===== src/rtl/amb_p_if.sv =====
// amb_p_if: instruction/data memory bus of the amb_p accumulator core.
interface amb_p_if #(parameter int DATA_W = 16, parameter int ADDR_W = 8, parameter int OPCODE_W = 4);
  logic [OPCODE_W-1:0] opcode;
  logic [ADDR_W-1:0] operand;
  logic [ADDR_W-1:0] pc;
  logic [DATA_W-1:0] ddatain;
  logic [DATA_W-1:0] accum;
  logic dready;
  logic dreq;
  logic we;
  logic zf;
  logic cf;
  logic halt;
  modport master (input opcode, operand, ddatain, dready, output pc, accum, dreq, we, zf, cf, halt);
  modport slave (output opcode, operand, ddatain, dready, input pc, accum, dreq, we, zf, cf, halt);
endinterface


===== src/rtl/amb_p.sv =====
// amb_p: multicycle accumulator core with carry/zero flags, branches, immediates,
// halt and a data-memory request/ready handshake that tolerates wait states.
module amb_p #(parameter int DATA_W = 16, parameter int ADDR_W = 8, parameter int OPCODE_W = 4) (
  input logic clk,
  input logic rst_n,
  amb_p_if.master bus
);
  typedef enum logic [1:0] {IDLE, EXEC, WAIT, HALT} state_t;
  state_t state, state_n;
  logic [3:0] lat_op, op;
  logic [ADDR_W-1:0] lat_opr, opr, pc_n;
  logic [DATA_W-1:0] din, imm;
  logic [DATA_W:0] res;
  logic mem_op, done, wr_acc, taken;
  always_comb begin
    // opcodes with any bit above bit 3 set decode as NOP
    op = state == WAIT ? lat_op : ((bus.opcode >> 4) == '0) ? bus.opcode[3:0] : 4'h0;
    opr = state == WAIT ? lat_opr : bus.operand;
    din = bus.ddatain;
    imm = DATA_W'(opr);
    mem_op = op inside {[4'h1:4'h7]};
    bus.dreq = rst_n && (state == WAIT || (state == EXEC && mem_op));
    bus.we = bus.dreq && op == 4'h2;
    done = (state == EXEC && (!mem_op || bus.dready)) || (state == WAIT && bus.dready);
    taken = op == 4'hA || (op == 4'hB && bus.zf) || (op == 4'hC && !bus.zf) || (op == 4'hD && bus.cf);
    wr_acc = 1'b1;
    // res carries the next cf in its top bit; ops that leave cf alone pass it through
    case (op)
      4'h1: res = {bus.cf, din};
      4'h3: res = {1'b0, bus.accum} + {1'b0, din};
      4'h4: res = {din > bus.accum, bus.accum - din};
      4'h5: res = {bus.cf, bus.accum & din};
      4'h6: res = {bus.cf, bus.accum | din};
      4'h7: res = {bus.cf, bus.accum ^ din};
      4'h8: res = {bus.cf, imm};
      4'h9: res = {1'b0, bus.accum} + {1'b0, imm};
      4'hE: res = {bus.accum[0], bus.accum >> 1};
      default: begin
        res = {bus.cf, bus.accum};
        wr_acc = 1'b0;
      end
    endcase
    state_n = state == IDLE ? EXEC : state == HALT ? HALT : !done ? WAIT : op == 4'hF ? HALT : EXEC;
    pc_n = (!done || op == 4'hF) ? bus.pc : taken ? opr : bus.pc + 1'b1;
  end
  always_ff @(posedge clk or negedge rst_n) begin
    if (!rst_n) begin
      state <= IDLE;
      bus.pc <= '0;
      bus.accum <= '0;
      bus.zf <= 1'b1;
      bus.cf <= 1'b0;
      lat_op <= '0;
      lat_opr <= '0;
    end else begin
      state <= state_n;
      bus.pc <= pc_n;
      if (done && wr_acc) begin
        bus.accum <= res[DATA_W-1:0];
        bus.zf <= res[DATA_W-1:0] == '0;
      end
      if (done) bus.cf <= res[DATA_W];
      if (state == EXEC) begin
        lat_op <= op;
        lat_opr <= opr;
      end
    end
  end
  assign bus.halt = state == HALT;
endmodule

===== src/flat_wrapper.sv =====
// flat-port wrapper written by rule: the top's interface ports become plain ports
module amb_p_flat 
#(parameter int DATA_W = 16, parameter int ADDR_W = 8, parameter int OPCODE_W = 4)
  (clk, rst_n, bus_opcode, bus_operand, bus_ddatain, bus_dready, bus_pc, bus_accum, bus_dreq, bus_we, bus_zf, bus_cf, bus_halt);
  amb_p_if #(.DATA_W(DATA_W), .ADDR_W(ADDR_W), .OPCODE_W(OPCODE_W)) bus_i ();
  input logic clk;
  input logic rst_n;
  input wire logic [$bits(bus_i.opcode)-1:0] bus_opcode;
  input wire logic [$bits(bus_i.operand)-1:0] bus_operand;
  input wire logic [$bits(bus_i.ddatain)-1:0] bus_ddatain;
  input wire logic [$bits(bus_i.dready)-1:0] bus_dready;
  output wire logic [$bits(bus_i.pc)-1:0] bus_pc;
  output wire logic [$bits(bus_i.accum)-1:0] bus_accum;
  output wire logic [$bits(bus_i.dreq)-1:0] bus_dreq;
  output wire logic [$bits(bus_i.we)-1:0] bus_we;
  output wire logic [$bits(bus_i.zf)-1:0] bus_zf;
  output wire logic [$bits(bus_i.cf)-1:0] bus_cf;
  output wire logic [$bits(bus_i.halt)-1:0] bus_halt;
  assign bus_i.opcode = bus_opcode;
  assign bus_i.operand = bus_operand;
  assign bus_i.ddatain = bus_ddatain;
  assign bus_i.dready = bus_dready;
  assign bus_pc = bus_i.pc;
  assign bus_accum = bus_i.accum;
  assign bus_dreq = bus_i.dreq;
  assign bus_we = bus_i.we;
  assign bus_zf = bus_i.zf;
  assign bus_cf = bus_i.cf;
  assign bus_halt = bus_i.halt;
  amb_p #(.DATA_W(DATA_W), .ADDR_W(ADDR_W), .OPCODE_W(OPCODE_W)) u_core (.clk(clk), .rst_n(rst_n), .bus(bus_i));
endmodule

===== config.mk =====
export PLATFORM = sky130hd
export DESIGN_NAME = amb_p_flat
export DESIGN_NICKNAME = d
export VERILOG_FILES = /design/src/rtl/amb_p_if.sv /design/src/rtl/amb_p.sv /design/src/flat_wrapper.sv
export SDC_FILE = /design/constraint.sdc
export NUM_CORES = 1
export LEC_CHECK = 0
export ABC_AREA = 1
export ABC_CLOCK_PERIOD_IN_PS = 4250
export BUFFER_PORTS_ARGS = -buffer_cell sky130_fd_sc_hd__buf_2
export CAP_MARGIN = 30
export CORE_MARGIN = 10
export CORE_UTILIZATION = 28
export CTS_CLUSTER_SIZE = 28
export DETAILED_ROUTE_END_ITERATION = 8
export PLACE_DENSITY = 0.45
export SYNTH_ARGS = -nofsm -noshare
export SYNTH_HDL_FRONTEND = slang
export SYNTH_SLANG_ARGS = --single-unit

===== constraint.sdc =====
create_clock -name clk -period 4.25 [get_ports clk]
set_input_delay 0.2125 -clock clk [delete_from_list [all_inputs] [get_ports clk]]
set_output_delay 0.2125 -clock clk [all_outputs]
set_load 0.05 [all_outputs]

# After elaboration in Yosys (flattened, before gate mapping)
# Cells that the tools add are included.
[totals]
reg_bits = 40
input_bits = 31
elab_cells = 74
[classes]
n_addsub = 4
n_lt_le_gt_ge = 3
n_eq_ne = 18
muxes = 9
n_bitwise = 8
reduce_logical = 25
[ops]
columns = ["op", "count"]
rows = [
  ["case mux 17 bit (9 select lines)", 1],
  ["equality test 4 bit (second input constant)", 8],
  ["adder 16 x 16 -> 17 bit", 1],
  ["adder 16 x 8 -> 17 bit", 1],
  ["bitwise AND 16 bit", 1],
  ["equality test 4 x 3 -> 1 bit (second input constant)", 4],
  ["greater-than comparator 16 bit", 1],
  ["logical NOT 16 bit", 1],
  ["2-to-1 mux 8 bit", 2],
  ["OR 16 bit", 1],
  ["subtractor 16 bit", 1],
  ["bitwise XOR 16 bit", 1],
  ["logical AND 1 bit", 10],
  ["OR reduction 9 bit", 1],
  ["adder 8 x 1 -> 8 bit (second input constant)", 1],
  ["equality test 4 x 2 -> 1 bit (second input constant)", 2],
  ["2-to-1 mux 2 bit", 4],
  ["logical OR 1 bit", 7],
  ["AND reduction 7 bit", 1],
  ["NOT 1 bit", 5],
  ["equality test 2 bit (second input constant)", 2],
  ["equality test 4 x 1 -> 1 bit (second input constant)", 1],
  [">= comparator 4 x 1 -> 1 bit (second input constant)", 1],
  ["less-or-equal comparator 4 x 3 -> 1 bit (second input constant)", 1],
  ["6 further kinds", 8],
]

# Longest topological paths before layout
# Gate-level depths: netlist of run 1.
[depth]
ltp_word = 11
depth_mapped = 27

# Worst setup path after synthesis of run 1
# OpenSTA, ideal clock, no wires.
[synth_timing]
kind = "register to register"
from = "register u_core.state[0]"
to = "register u_core.bus.zf"
arrival_ns = 3.160
t_required_ns = 4.190
slack_ns = 1.030
path_stages_with_launch = 22
path_buffers = 1
cell_sequence = "dfrtp_1 > inv_4 > nand2_4 > nand2_1 > nand2_2 > nor2_4 > nand2_4 > inv_1 > clkbuf_1 > o21ai_0 > ha_1 > fa_1 > nand3_1 > nand3_1 > or2_2 > a31oi_1 > nand3_1 > nor2_1 > nand2_1 > nor2_1 > nand3_1 > nand2_1"
[synth_via]
elab_chain_len = 9
[synth_rtl]
columns = ["element", "line_no", "rtl"]
rows = [
  ["start, declared", "amb_p.sv:9", "state_t state, state_n;"],
  ["start signal, assigned", "amb_p.sv:56", "state <= state_n;"],
  ["branches (longest 9 deep; another with adder 16 x 8 -> 17 bit)", "-", ""],
  ["end signal, assigned", "amb_p.sv:51", "bus.zf <= 1'b1;"],
  ["end signal, assigned", "amb_p.sv:60", "bus.zf <= res[DATA_W-1:0] == '0;"],
  ["end, declared", "amb_p_if.sv:14", "modport master (input opcode, operand, ddatain, dready, output pc, accum, dreq, we, zf, cf, halt);"],
]
# Parallel ways; which one is timed is not known.
# A chain may end at the register's enable or synchronous reset.

# Final worst setup path of run 1
# Same ends and word-level chain as after synthesis.

==> results of run 1 <==
cells by family (layout without fill, tap and decap cells):
family	count (synthesis)	in the layout	synth area share, %
AND/OR/NAND/NOR	550	550	42.2
buffers and inverters	171	236	12.0
AO/OA/AOI/OAI	123	123	11.3
adder cells (fa/ha/maj)	69	69	15.4
flip-flops	40	40	17.6
XOR/XNOR	10	10	1.53
metrics by stage:
stage / setup WS (ps) / hold slack [ps]
after floorplan: 1030 / -83.1
after global placement: 375 / 344
after detailed placement: 324 / 345
after CTS: 304 / 23.5
after global routing: 56.3 / 39.9
final: 411 / -1.28
cells in the final DEF (no fill, tap or decap), drive strengths merged:
| master | instances |
|---|---|
| nand2 | 324 |
| nor2 | 102 |
| clkbuf | 5 |
| ha | 67 |
| bufinv | 1 |
| dfstp | 1 |
| a21boi | 1 |
| nand3 | 99 |
| xnor2 | 2 |
| nand3b | 5 |
| a21oi | 26 |
| o21bai | 3 |
| o211ai | 1 |
| a41oi | 1 |
| buf | 72 |
| xor2 | 8 |
| or2 | 2 |
| a22oi | 2 |
| o21ai | 85 |
| a31oi | 3 |
| dfrtp | 39 |
| nand4 | 13 |
| clkinvlp | 2 |
| inv | 156 |
| and3 | 1 |
| fa | 2 |
| o22ai | 1 |
| nor3 | 4 |
where the power goes:
| part | leakage [nW] | switching, W | internal (W) | total, W |
|---|---|---|---|---|
| clock | 0.0804 | 0.000194 | 0.000280 | 0.000475 |
| sequential | 0.404 | 0 | 0.000380 | 0.000380 |
| combinational | 3.04 | 0.000259 | 0.000123 | 0.000382 |
| total | 3.52 | 0.000454 | 0.000783 | 0.00124 |
per-layer routing:
layer,track usage (%),vias to the layer above,share of wire (%)
met5,0,-,0
met3,2.86,30,5.0
met2,26.8,158,45
li1,-,3167,-
met1,21.8,2810,47
met4,4.71,0,2.4
path summary, 6_finish.rpt:
check	startpoint	endpoint	cells after the start
max	u_core.state[0]	u_core.bus.zf	21
min	rst_n	u_core.bus.pc[1]	2
max reg2reg	u_core.state[0]	u_core.bus.zf	21
min reg2reg	u_core.lat_opr[3]	u_core.lat_opr[3]	2
max in group asynchronous	rst_n	u_core.bus.accum[15]	2
min in group clk	bus_operand[1]	u_core.lat_opr[1]	3
final cells by class:
cell class / instances / area, µm²
Clock buffer: 5 / 125
Inverter: 156 / 592
Clock inverter: 3 / 46.3
Tap cell: 270 / 338
Fill cell: 2332 / 13700
Timing Repair Buffer: 72 / 393
Sequential cell: 40 / 1000
Multi-Input combinational cell: 752 / 4020
cell usage after synthesis (2+ instances only):
cell type / count / area share [%]
nor2_2: 10 / 1.1
clkbuf_1: 3 / 0.20
xnor2_1: 2 / 0.31
inv_1: 151 / 9.9
dfrtp_1: 39 / 17
nand3b_1: 5 / 0.66
buf_6: 4 / 0.79
a31oi_1: 3 / 0.33
a21oi_1: 25 / 2.2
nand2_4: 6 / 1.2
o21ai_0: 85 / 7.5
nand3_2: 3 / 0.53
o21bai_1: 3 / 0.39
nand2_1: 302 / 20
a22oi_1: 2 / 0.26
nor2_4: 4 / 0.79
ha_1: 67 / 15
or2_2: 2 / 0.22
nand2_2: 16 / 1.8
nand3_1: 96 / 8.4
inv_2: 4 / 0.26
nor3_1: 4 / 0.35
fa_1: 2 / 0.70
nand4_1: 13 / 1.4
xor2_1: 8 / 1.2
buf_2: 6 / 0.53
nor2_1: 88 / 5.8
timing repair:
action,4_1_cts,5_1_grt
hold buffers,0,0
gates resized for setup,0,1
setup endpoints to repair,0,1
hold endpoints to repair,0,0
state kept, by name, summed over array words and instances (netlist names):
register,count
u_core.bus.pc,8
u_core.bus.zf,1
u_core.lat_opr,8
u_core.bus.accum,16
u_core.state,2
u_core.bus.cf,1
u_core.lat_op,4
worst max-delay path: cells and delay by family, from the launching register on:
family | cells | cell delay, ps
AOI/OAI and AO/OA | 2 | 280
adders and majority gates | 2 | 670
and+or+nand+nor | 15 | 2020
DFF | 1 | 410
buffers and inverters | 2 | 410
==> impl_results.md, run 1 <==
- Status: complete, but fails checks
- Failing checks: hold timing
- Placed cell count: 1290
- Worst-margin pin slew: roughly 1000 ps
- Post-Syn Area: 5710 µm²
- Total CTS buffers: 5
- # setup viols final: 0
- Die H: ~160 µm
- All-Layer GR Usage: 16.4%
- Max frequency: ~0.26 GHz
- Clk_lat worst skew: 300 ps
- Startpoint type of the worst setup path: flip-flop
- Cells after Synth: 963
- Setup TNS Final: 0 ps
- Final slew viol count: 0
- Crit path kind: reg2reg
- Async SR Flop Fraction: 100%
- Non-Filler Instances: 1298
- Vias in the first global route: 5897
- Initial antenna violation count: 0
- Hold crit path type: in2async
- Post-Place Cell Area: between 6000 and 7000 µm²
- Site row count: 52
- Area growth, synth to finish: 14.1%
- Die W: 163 µm
- GR Overflow Total: 0
- Drt total wl: 22100 µm
- Clock Pin Slew Worst Setup and Hold Paths: 70 ps
- H-Tree Depth: 2
- Drt drc: 0
- CTS tree: yes
- Number of synthesized flops with an enable pin: 0
- CP max stage cell: fa_1
- Final hold violation count: 2
- WP data required: 4500 ps
- Worst-path cell chain: inv_4, nand2_4, nand2_1, nand2_2, nor2_4, nand2_4, clkinvlp_4, nand2_1, o21ai_0, ha_1, fa_1, nand3_1, nand3_1, or2_2, a31oi_1, nand3_1, nor2_1, nand2_1, nor2_1, nand3_1, nand2_1
- DPL Wire Length: 17600 µm
- Total setup buffers inserted after CTS: 0
- DRT iter0 DRCs: roughly 560
- R2R Setup Slk: 410 ps
- Maxcap violations: 0
- Yosys warning total: 0
- Leak pwr: roughly 3.5 nW
- Crit-path max FO: 17
- Seq/Total Area, Yosys: 17.6%
- Longest Clk Path Bufs: 2
- TritonCTS Sinks: 40
- Largest net degree at the start of global routing: 42
- Total number of vias: 6165
- # nets final: 1127
- Die ar.: around 26000 µm²
- GP Congestion: 0.913
- Mean post-synth cell area: 5.93 µm²
- Critical Path AT: 4090 ps
- Share of layout cells above drive strength 1: 12.5%
- Tcrit/Tclk final: between 90% and 100%
- Initial Util: 28.3%
- Rel. slew slack: 31.7%
- CP peak stage delay: 430 ps
- Antenna Nets Post-Route: 0
- RSZ-0062 raised after global routing: false
- Final min period: 3840 ps
- Total chip power: ~0.0012 W
- ANT cells: 0
- Mapped Nets: about 1100
- Routed vias/inst: 4.75
- CP Capture Type: flip-flop
- Yosys reg bits: 40
- I/O Buffers: 59
- Max IR drop VDD: 137 µV
- I/O Pins: 60
- Synth unique cells: 37
- First-pass GRT wire length: 34100 µm
- Routed len/inst: ~17 µm
- Fin util: 32.3%
- Clock Tree Root: clkbuf_16
- Worst Skew: 12.1 ps
- Top FF cell, synth: dfrtp_1
- Drt pass-1 iters: 6
- Hold slack: -1.28 ps
- P per Cell Area: 190 nW/µm²
- Final instance area: 6520 µm²
- CORE AREA: approximately 20000 µm²
Power figures use the tool's default switching activity.
==> run 2, diff against run 1 <==
--- a/config.mk
+++ b/config.mk
@@ -6,11 +6,12 @@
 export NUM_CORES = 1
 export LEC_CHECK = 0
 export ABC_AREA = 1
-export ABC_CLOCK_PERIOD_IN_PS = 4250
+export ABC_CLOCK_PERIOD_IN_PS = 4700
 export BUFFER_PORTS_ARGS = -buffer_cell sky130_fd_sc_hd__buf_2
 export CAP_MARGIN = 30
 export CORE_MARGIN = 10
 export CORE_UTILIZATION = 28
+export CTS_CLUSTER_DIAMETER = 120
 export CTS_CLUSTER_SIZE = 28
 export DETAILED_ROUTE_END_ITERATION = 8
 export PLACE_DENSITY = 0.45
==> constraint.sdc (replaced) <==
create_clock -name clk -period 4.7 [get_ports clk]
set_input_delay 0.235 -clock clk [delete_from_list [all_inputs] [get_ports clk]]
set_output_delay 0.235 -clock clk [all_outputs]
set_load 0.05 [all_outputs]
==> run 2 against run 1 <==
  * Critical path depth down 2
  * Clock power fell by 9.5%
  * The run now ends clean
  * Register-to-register slack better by 90 ps
  * Sequential cell count unchanged
  * Clock skew shrank 4.5 ps
  * Clock-buffer cell count unchanged
  * First-iteration DRC count shrank 22%
  * Combinational power fell by 11%
  * Non-clock buffer count is 5 lower
  * Maximum frequency is 8.5% lower
  * Global-route usage about the same
  * Critical path type unchanged
==> impl_results.md, run 2 (synthesis gave the netlist of run 1 again) <==
- Post-cts sizing count: 0 (unchanged)
- Rel. slew slack: 36.5% (+4.8 points)
- Routed len/inst: 16.8 µm (-1.2%)
- I/O Buffers: 59 (unchanged)
- Pint: 0.000706 W (-9.8%)
- Final hold violation count: 0 (-2)
- NetSw: 0.000407 W (-10%)
- Commonest non-fill, non-tap cell in the layout: nand2_1
- P per Cell Area: 172 nW/µm² (-9.4%)
- Tcrit/Tclk final: 89.3% (-1.1 points)
- # nets final: 1122 (-0.44%)
- Drt total wl: 21700 µm (-1.5%)
- GP Congestion: 0.908 (-0.57%)
- Reg power frac: 30.9% (about the same)
- Site row count: 52 (unchanged)
- Initial antenna violation count: 0 (unchanged)
- Hold buffers post-CTS: 0 (unchanged)
- Clk_lat worst skew: 300 ps (about the same)
- Routed vias/inst: 4.73 (-0.49%)
- CORE AREA: 20200 µm² (unchanged)
- # setup viols final: 0 (unchanged)
- Max IR drop VDD: 113 µV (-18%)
- Crit-path max FO: 20 (+3)
- WP data required: 4940 ps (+440 ps)
- Die ar.: 26500 µm² (unchanged)
- Status: finished clean
- Met3 Usage GRT: 2.28% (-0.58 points)
- Clock Power Share: 38.6% (+0.2 points)
- Most frequent cells in the layout: 302 x nand2_1, 151 x inv_1, 96 x nand3_1, 88 x nor2_1, 85 x o21ai_0
- Total number of vias: 6111 (-0.88%)
- Longest Clk Path Bufs: 2 (unchanged)
- CTS tree: yes
- Final min period: 4200 ps (+357 ps)
- CP peak stage delay: 610 ps (+180 ps)
- GR Layer Usage met2: 27.3% (+0.59 points)
- Worst path most repeated cell: nand3_1
- Worst-margin pin slew: 951 ps (-72.3 ps)
- H-Tree Depth: 2 (unchanged)
- Share of layout cells above drive strength 1: 12.0% (-0.53 points)
- Met1 Use GR: 21.9% (+0.16 points)
- Largest register FFs: 16 (unchanged)
- Hold slack: 19.0 ps (+20.3 ps)
- CP max stage cell: dfrtp_1
- Critical Path AT: 4440 ps (+350 ps)
- I/O Pins: 60 (unchanged)
- DPL Wire Length: 17200 µm (-2.5%)
- Largest registers: u_core.bus.accum x16, u_core.bus.pc x8, u_core.lat_opr x8
- Logic pwr share: 30.5% (-0.4 points)
- Leak pwr: 3.51 nW (-0.42%)
- RSZ-0062 raised after global routing: false
- Antenna Nets Post-Route: 0 (unchanged)
- DRT iter0 DRCs: 436 (-22%)
- All-Layer GR Usage: 16.4% (-0.044 points)
- Worst Skew: 7.69 ps (-4.46 ps)
- Max frequency: 0.238 GHz (-8.5%)
- Drt pass-1 iters: 5 (-1)
- Kind of cell adding the most delay to the critical path: simple AND/OR/NAND/NOR gates
- Final slew viol count: 0 (unchanged)
- Total setup buffers inserted after CTS: 0 (unchanged)
- Area growth, synth to finish: 13.4%
- Clock Pin Slew Worst Setup and Hold Paths: 70 ps (about the same)
- Total CTS buffers: 5 (unchanged)
- First-pass GRT wire length: 34100 µm (about the same)
- Largest net degree at the start of global routing: 42 (unchanged)
- Initial Util: 28.3% (unchanged)
- CP Capture Type: flip-flop
- Maxcap violations: 0 (unchanged)
- Clock Tree Root: clkbuf_16
- Crit path kind: reg2reg
- Setup TNS Final: 0 ps (unchanged)
- Die W: 163 µm (unchanged)
- Die H: 163 µm (unchanged)
- CP bufs+invs: 1 (-1)
- Final instance area: 6470 µm² (-0.63%)
- Switch share: 36.5% (-0.15 points)
- GR Overflow Total: 0 (unchanged)
- Top Usage Layer GRT: met2
- ANT cells: 0 (unchanged)
- Hold crit path type: in2async
- Worst-path cell chain: nand2_4, nand2_1, nand2_2, nor2_4, nand2_4, inv_1, o21ai_0, ha_1, fa_1, nand3_1, nand3_1, or2_2, a31oi_1, nand3_1, nor2_1, nand2_1, nor2_1, nand3_1, nand2_1
- Total chip power: 0.00111 W (-10%)
- TritonCTS Sinks: 40 (unchanged)
- Post-Place Cell Area: 6300 µm² (-0.59%)
- Startpoint type of the worst setup path: flip-flop
- Drt drc: 0 (unchanged)
- Vias in the first global route: 6015 (+2.0%)
- Top reg by flops: u_core.bus.accum
## run 2: layer usage
layer,vias up,routed length (µm)
met5,-,0
met4,0,362
met3,21,1170
met2,167,9840
met1,2758,10300
li1,3165,-
## run 2: power groups by stage
stage	Sequential [W]	Combinational [W]	Clock, W
floorplan	0.000351	0.000231	0
global placement	0.000351	0.000339	0
detailed placement	0.000351	0.000337	0
CTS	0.000344	0.000339	0.000438
global route	0.000344	0.000388	0.000452
finish	0.000344	0.000339	0.000430
## run 2: area by class of cell
class / instances / area [µm²]
Tap cell: 270 / 338
Timing Repair Buffer: 67 / 355
Fill cell: 2326 / 13700
Clock buffer: 5 / 125
Inverter: 156 / 588
Sequential cell: 40 / 1000
Multi-Input combinational cell: 752 / 4020
Clock inverter: 3 / 46.3
## run 2: through the flow
stage,instances,util [%],setup slack (ps)
after floorplan,963,-,1480
after global placement,1285,31.2,584
after detailed placement,1285,31.2,546
after CTS,1293,32.1,529
after global routing,1293,32.1,24.3
final,1293,32.1,504
## run 2: path summary, 6_finish.rpt
check / start / end / slack, ps / depth (start not counted)
max: u_core.state[1] / u_core.bus.zf / 500 / 19
min: rst_n / u_core.bus.pc[2] / 20 / 2
max reg2reg: u_core.state[1] / u_core.bus.zf / 500 / 19
min reg2reg: u_core.lat_opr[0] / u_core.lat_opr[0] / 490 / 2
max in group asynchronous: rst_n / u_core.bus.accum[15] / 4260 / 2
min in group clk: bus_operand[7] / u_core.lat_opr[7] / 160 / 3
